===== src/rtl/mv_job_ctrl.sv =====
// Job sequencer for the matrix-vector engine: accepts a descriptor,
// streams BRAM reads across rows, and flags init/acc/write per row.
module mv_job_ctrl #(
    parameter  int N          = 4,
    parameter  int DW         = 2,
    parameter  int BRAM_DEPTH = 32,
    parameter  int MAX_ROWS   = 8,
    parameter  int RD_LAT     = 1,
    localparam int AW         = $clog2(BRAM_DEPTH),
    localparam int RW         = $clog2(MAX_ROWS) + 1
) (
    input  logic          clk,
    input  logic          rst_n,
    input  logic          start_valid,
    output logic          start_ready,
    input  logic [AW-1:0] rd_base,
    input  logic [AW-1:0] wr_base,
    input  logic [RW-1:0] num_rows,
    input  logic          abort,
    output logic          rd_en,
    output logic [AW-1:0] rd_addr,
    output logic          init,
    output logic          acc_en,
    output logic          mem_wr_en,
    output logic [AW-1:0] wr_addr,
    output logic          busy,
    output logic          done
);

    localparam int KW  = (N > 1) ? $clog2(N) : 1;
    localparam int DCW = $clog2(RD_LAT + 2);

    if (N < 1 || RD_LAT < 1 || DW < 1) begin : g_bad_param
        $error("mv_job_ctrl: N, RD_LAT and DW must be at least 1");
    end

    typedef enum logic [1:0] {
        IDLE,
        RUN,
        DRAIN,
        DONE
    } state_t;

    state_t state, state_n;

    logic [KW-1:0]  k;
    logic [RW-1:0]  r;
    logic [RW-1:0]  rows;
    logic [RW-1:0]  rows_in;
    logic [DCW-1:0] dcnt;
    logic           accept;
    logic           flush;
    logic           k_last;
    logic           r_last;
    logic           rd_first;
    logic           rd_last;

    logic [RD_LAT-1:0] acc_p;
    logic [RD_LAT-1:0] ini_p;
    logic [RD_LAT:0]   wr_p;

    assign start_ready = (state == IDLE);
    assign busy        = (state != IDLE);
    assign done        = (state == DONE);
    assign rd_en       = (state == RUN);

    assign accept  = start_valid && start_ready;
    assign flush   = abort && busy;
    assign rows_in = (num_rows > RW'(MAX_ROWS)) ? RW'(MAX_ROWS) : num_rows;
    assign k_last  = (k == KW'(N - 1));
    assign r_last  = (r == rows - RW'(1));

    assign rd_first = rd_en && (k == '0);
    assign rd_last  = rd_en && k_last;

    assign acc_en    = acc_p[RD_LAT-1];
    assign init      = ini_p[RD_LAT-1];
    assign mem_wr_en = wr_p[RD_LAT];

    always_ff @(posedge clk or negedge rst_n) begin
        if (!rst_n) begin
            state <= IDLE;
        end else begin
            state <= state_n;
        end
    end

    always_comb begin
        state_n = state;
        unique case (state)
            IDLE: begin
                if (accept) begin
                    state_n = (num_rows == '0) ? DONE : RUN;
                end
            end
            RUN: begin
                if (abort) begin
                    state_n = IDLE;
                end else if (k_last && r_last) begin
                    state_n = DRAIN;
                end
            end
            DRAIN: begin
                if (abort) begin
                    state_n = IDLE;
                end else if (dcnt == DCW'(RD_LAT)) begin
                    state_n = DONE;
                end
            end
            DONE: begin
                state_n = IDLE;
            end
            default: state_n = IDLE;
        endcase
    end

    // Reads are contiguous across rows, so the address simply counts up.
    always_ff @(posedge clk or negedge rst_n) begin
        if (!rst_n) begin
            k       <= '0;
            r       <= '0;
            rows    <= '0;
            dcnt    <= '0;
            rd_addr <= '0;
            wr_addr <= '0;
        end else begin
            dcnt <= (state == DRAIN) ? dcnt + DCW'(1) : '0;
            if (rd_en) begin
                rd_addr <= rd_addr + AW'(1);
                if (k_last) begin
                    k <= '0;
                    r <= r + RW'(1);
                end else begin
                    k <= k + KW'(1);
                end
            end
            if (mem_wr_en) begin
                wr_addr <= wr_addr + AW'(1);
            end
            if (accept) begin
                k       <= '0;
                r       <= '0;
                rows    <= rows_in;
                rd_addr <= rd_base;
                wr_addr <= wr_base;
            end
        end
    end

    always_ff @(posedge clk or negedge rst_n) begin
        if (!rst_n) begin
            acc_p <= '0;
            ini_p <= '0;
            wr_p  <= '0;
        end else if (flush) begin
            acc_p <= '0;
            ini_p <= '0;
            wr_p  <= '0;
        end else begin
            acc_p[0] <= rd_en;
            ini_p[0] <= rd_first;
            wr_p[0]  <= rd_last;
            for (int i = 1; i < RD_LAT; i++) begin
                acc_p[i] <= acc_p[i-1];
                ini_p[i] <= ini_p[i-1];
            end
            for (int i = 1; i <= RD_LAT; i++) begin
                wr_p[i] <= wr_p[i-1];
            end
        end
    end

endmodule


===== config.mk =====
export PLATFORM = sky130hd
export DESIGN_NAME = mv_job_ctrl
export DESIGN_NICKNAME = d
export VERILOG_FILES = /design/src/rtl/mv_job_ctrl.sv
export SDC_FILE = /design/constraint.sdc
export NUM_CORES = 1
export LEC_CHECK = 0
export CAP_MARGIN = 20
export CORE_ASPECT_RATIO = 1.1
export CORE_MARGIN = 10
export CORE_UTILIZATION = 49
export CTS_CLUSTER_SIZE = 40
export DETAILED_ROUTE_END_ITERATION = 8
export PLACE_DENSITY = 0.84
export SYNTH_ARGS = -nofsm -noshare
export SYNTH_HDL_FRONTEND = slang
export SYNTH_SLANG_ARGS = --single-unit

===== constraint.sdc =====
create_clock -name clk -period 1.9 [get_ports clk]
set_input_delay 0.38 -clock clk [delete_from_list [all_inputs] [get_ports clk]]
set_output_delay 0.38 -clock clk [all_outputs]
set_load 0.02 [all_outputs]

==> results <==
## Yosys cell counts (all sizes together)
| cell type | n |
|---|---|
| a21boi | 1 |
| a21o | 1 |
| a21oi | 2 |
| a22oi | 1 |
| a31o | 1 |
| a31oi | 2 |
| and2 | 2 |
| buf | 4 |
| clkbuf | 1 |
| dfrtp | 28 |
| ha | 7 |
| inv | 9 |
| mux2i | 2 |
| nand2 | 15 |
| nand2b | 3 |
| nand3 | 6 |
| nand3b | 6 |
| nand4 | 2 |
| nand4b | 1 |
| nor2 | 9 |
| nor3 | 1 |
| nor3b | 2 |
| nor4 | 1 |
| o211ai | 1 |
| o21ai | 12 |
| o22ai | 1 |
| o311ai | 1 |
| o31ai | 1 |
| o41ai | 1 |
| or2 | 1 |
| or3 | 3 |
| or3b | 1 |
| or4 | 1 |
| xnor2 | 4 |
| xor2 | 6 |
| xor3 | 1 |
## registers in the layout, summed over array words and instances, names as in the netlist
register and cells:
rd_addr 5, wr_addr 5, r 4, rows 4, dcnt 2, k 2, state 2, wr_p 2
acc_en 1, init 1
## logic make-up (layout without fill, tap and decap cells)
group	Yosys count	in the layout
and+or+nand+nor	54	54
DFF	28	28
AOI/OAI and AO/OA	25	25
buffers and inverters	14	53
adders and majority gates	7	7
xor gates and xnor gates	11	11
muxes	2	2
## area by class of cell
cell class                 count  area (um^2)
multi-input combinational     99          702
inverter                       9         33.8
clock inverter                 1         30.0
fill                         213          888
timing repair buffer          40          384
tap                           33         41.3
clock buffer                   3         22.5
sequential                    28          701
## worst max-delay path by stage
stage / start / endpoint / slack (ns)
6_report: wr_addr[0] / wr_addr[0] / 0.08
5_1_grt: state[1] / start_ready / 0.02
3_3_place_gp: start_valid / state[1] / 0.14
4_1_cts: wr_p[1] / mem_wr_en / 0.003
2_1_floorplan: rows[0] / state[0] / 0.36
3_5_place_dp: start_valid / rd_addr[0] / 0.03
## timing repair
item	CTS	global route
hold buffers	0	0
resized for setup	4	2
endpoints found under the setup margin	4	2
## through the flow
step | util (%) | setup slack, ns | hold slack, ns | std cells
after floorplan | - | 0.361 | 0.0844 | 141
after detailed placement | 66.5 | 0.0341 | 0.425 | 209
after global routing | 68.3 | 0.0195 | 0.412 | 213
final | 68.3 | 0.0827 | 0.404 | 213
after CTS | 68.2 | 0.00256 | 0.404 | 213
after global placement | 66.5 | 0.138 | 0.419 | 209
## cells in the final DEF, fill, tap and decap left out, drive strengths merged, types with 4 or more instances in the layout
cell type      synthesis  final
xnor2                  4      4
clkdlybuf4s50          0     29
inv                    9      9
buf                    4      6
nand3                  6      6
o21ai                 12     12
ha                     7      7
nand3b                 6      6
nor2                   9      9
nand2                 15     15
dfrtp                 28     28
xor2                   6      6
## power by group through the flow
stage | registers (W) | logic [W] | clock network, W
6_report | 0.00100 | 0.00143 | 0.000390
5_1_grt | 0.00103 | 0.00159 | 0.000420
4_1_cts | 0.00100 | 0.00145 | 0.000402
3_5_place_dp | 0.00101 | 0.00146 | 0
3_3_place_gp | 0.000990 | 0.00142 | 0
2_1_floorplan | 0.00112 | 0.000760 | 0
## per-layer routing
| layer | up-vias | share of wire (%) |
|---|---|---|
| met5 | - | 0 |
| met4 | 0 | 1.8 |
| met3 | 7 | 8.0 |
| met2 | 41 | 49 |
| met1 | 568 | 41 |
| li1 | 565 | - |
==> run metrics <==
status finished clean; DR vias/cell 5.54; post-synthesis simple-gate area fraction roughly 22%; DRC viols 0; FMAX ~550 MHz; largest net degree at the start of global routing 29; Overflow after GRT 0; ANT nets after route 0; post-synthesis cell area 1460 um^2; Leak 0.885 nW; clock share of power 13.8%; count of state elements after synthesis 28; Setup Fix Bufs, Post-CTS 0; worst IR drop on VDD 1030 uV; reg2reg start rows[0]; Top Usage Layer GRT met2; worst path required time around 1.5 ns; clock skew a little over 0.005 ns; Synth Area in XOR/XNOR 7.61%; met2 Track Usage GR 21.5%; row count 20; combinational family with the most area after synthesis simple AND/OR/NAND/NOR gates; Pins Over Slew Limit 0; Synth-to-Final Area Change 30.9%; CP peak stage delay 0.64 ns; post-synthesis mux area share 1.37%; worst path bufs/invs 1; ANT cells 0; die height 77.3 um; final setup violation count 0; CTS buffer count 3; family with the most delay on the worst path buffers and inverters; port bufs 34; die footprint around 5600 um^2; Power per Cell Area 1470 nW/um^2; Min-Delay Path Class in -> async; Root Driver clkbuf_4; worst rel slew slack ~72%; post-DP HPWL between 2000 and 3000 um; clock sink total 28; Global Route met3 Usage 4.12%; Mapped Nets approximately 170; post-synth top area share between 40 and 50%; DR pass1 iterations 4; 1st-iter DRT viols 46; vias post-DR between 1000 and 1500; Register-to-Register Path Depth 5; routed wire length 3400 um; area leader, netlist dfrtp_1; Slew @ Worst Pin 0.419 ns; RSZ-0062 raised after global routing no; NetSw approximately 0.0011 W; Core Box Area ~2800 um^2; Flop pwr share 35.5%; post-synthesis compound-gate area fraction 10.9%; chip width a little over 70 um; slowest cell on the critical path clkdlybuf4s50_1; vias in the first global route 1263; clk slew on worst S/H paths 0.15 ns; CTS Buffer Depth 2; YS warnings 0; Net Sw Frac 40.3%; FF-to-FF setup slack 0.22 ns; H-tree Lvls 1; Setup TNS 0 ns; CP startpoint kind register; global-route usage over all layers roughly 12%; Cells after Synth 141; share of cells above drive strength 1 between 10% and 20%; WP data arrival around 1.4 ns; Initial Utilization 52.2%; post-synthesis sequential area ratio 47.9%; Synth Area in Adders 5.99%; Clock Latency Late Sink 0.33 ns; # Max-Cap Violations 0; initial antenna violation count 0; Final Power 0.00282 W; Period minus WS final 1.82 ns; Gate power share 50.6%; wire length per cell 16.0 um; Synth area leaders dfrtp_1 48%, ha_1 6.0%, o21ai_0 4.1%, nand2_1 3.8%, xor2_1 3.6%; crit path cell chain clkdlybuf4s50_1; Fin. Hold Viols 0; first-pass GRT wire length 5730 um; Tcrit/Tclk final 95.6%; Yosys cell types 39; element type at the critical path end output port; Final #Nets 206; P_int 0.00168 W; critical path type reg -> out; R2R Path End state[0]; DP Area approximately 1900 um^2; # IOs 35; Levels on crit path 1; Mean Syn Cell Area 10.4 um^2; M1 GR Usage around 13%; CTS tree built; Crit Path Max Fanout 4; Design Area, Final 1910 um^2; RePlAce Congestion ~0.83
(Power assumes the default switching activity.)
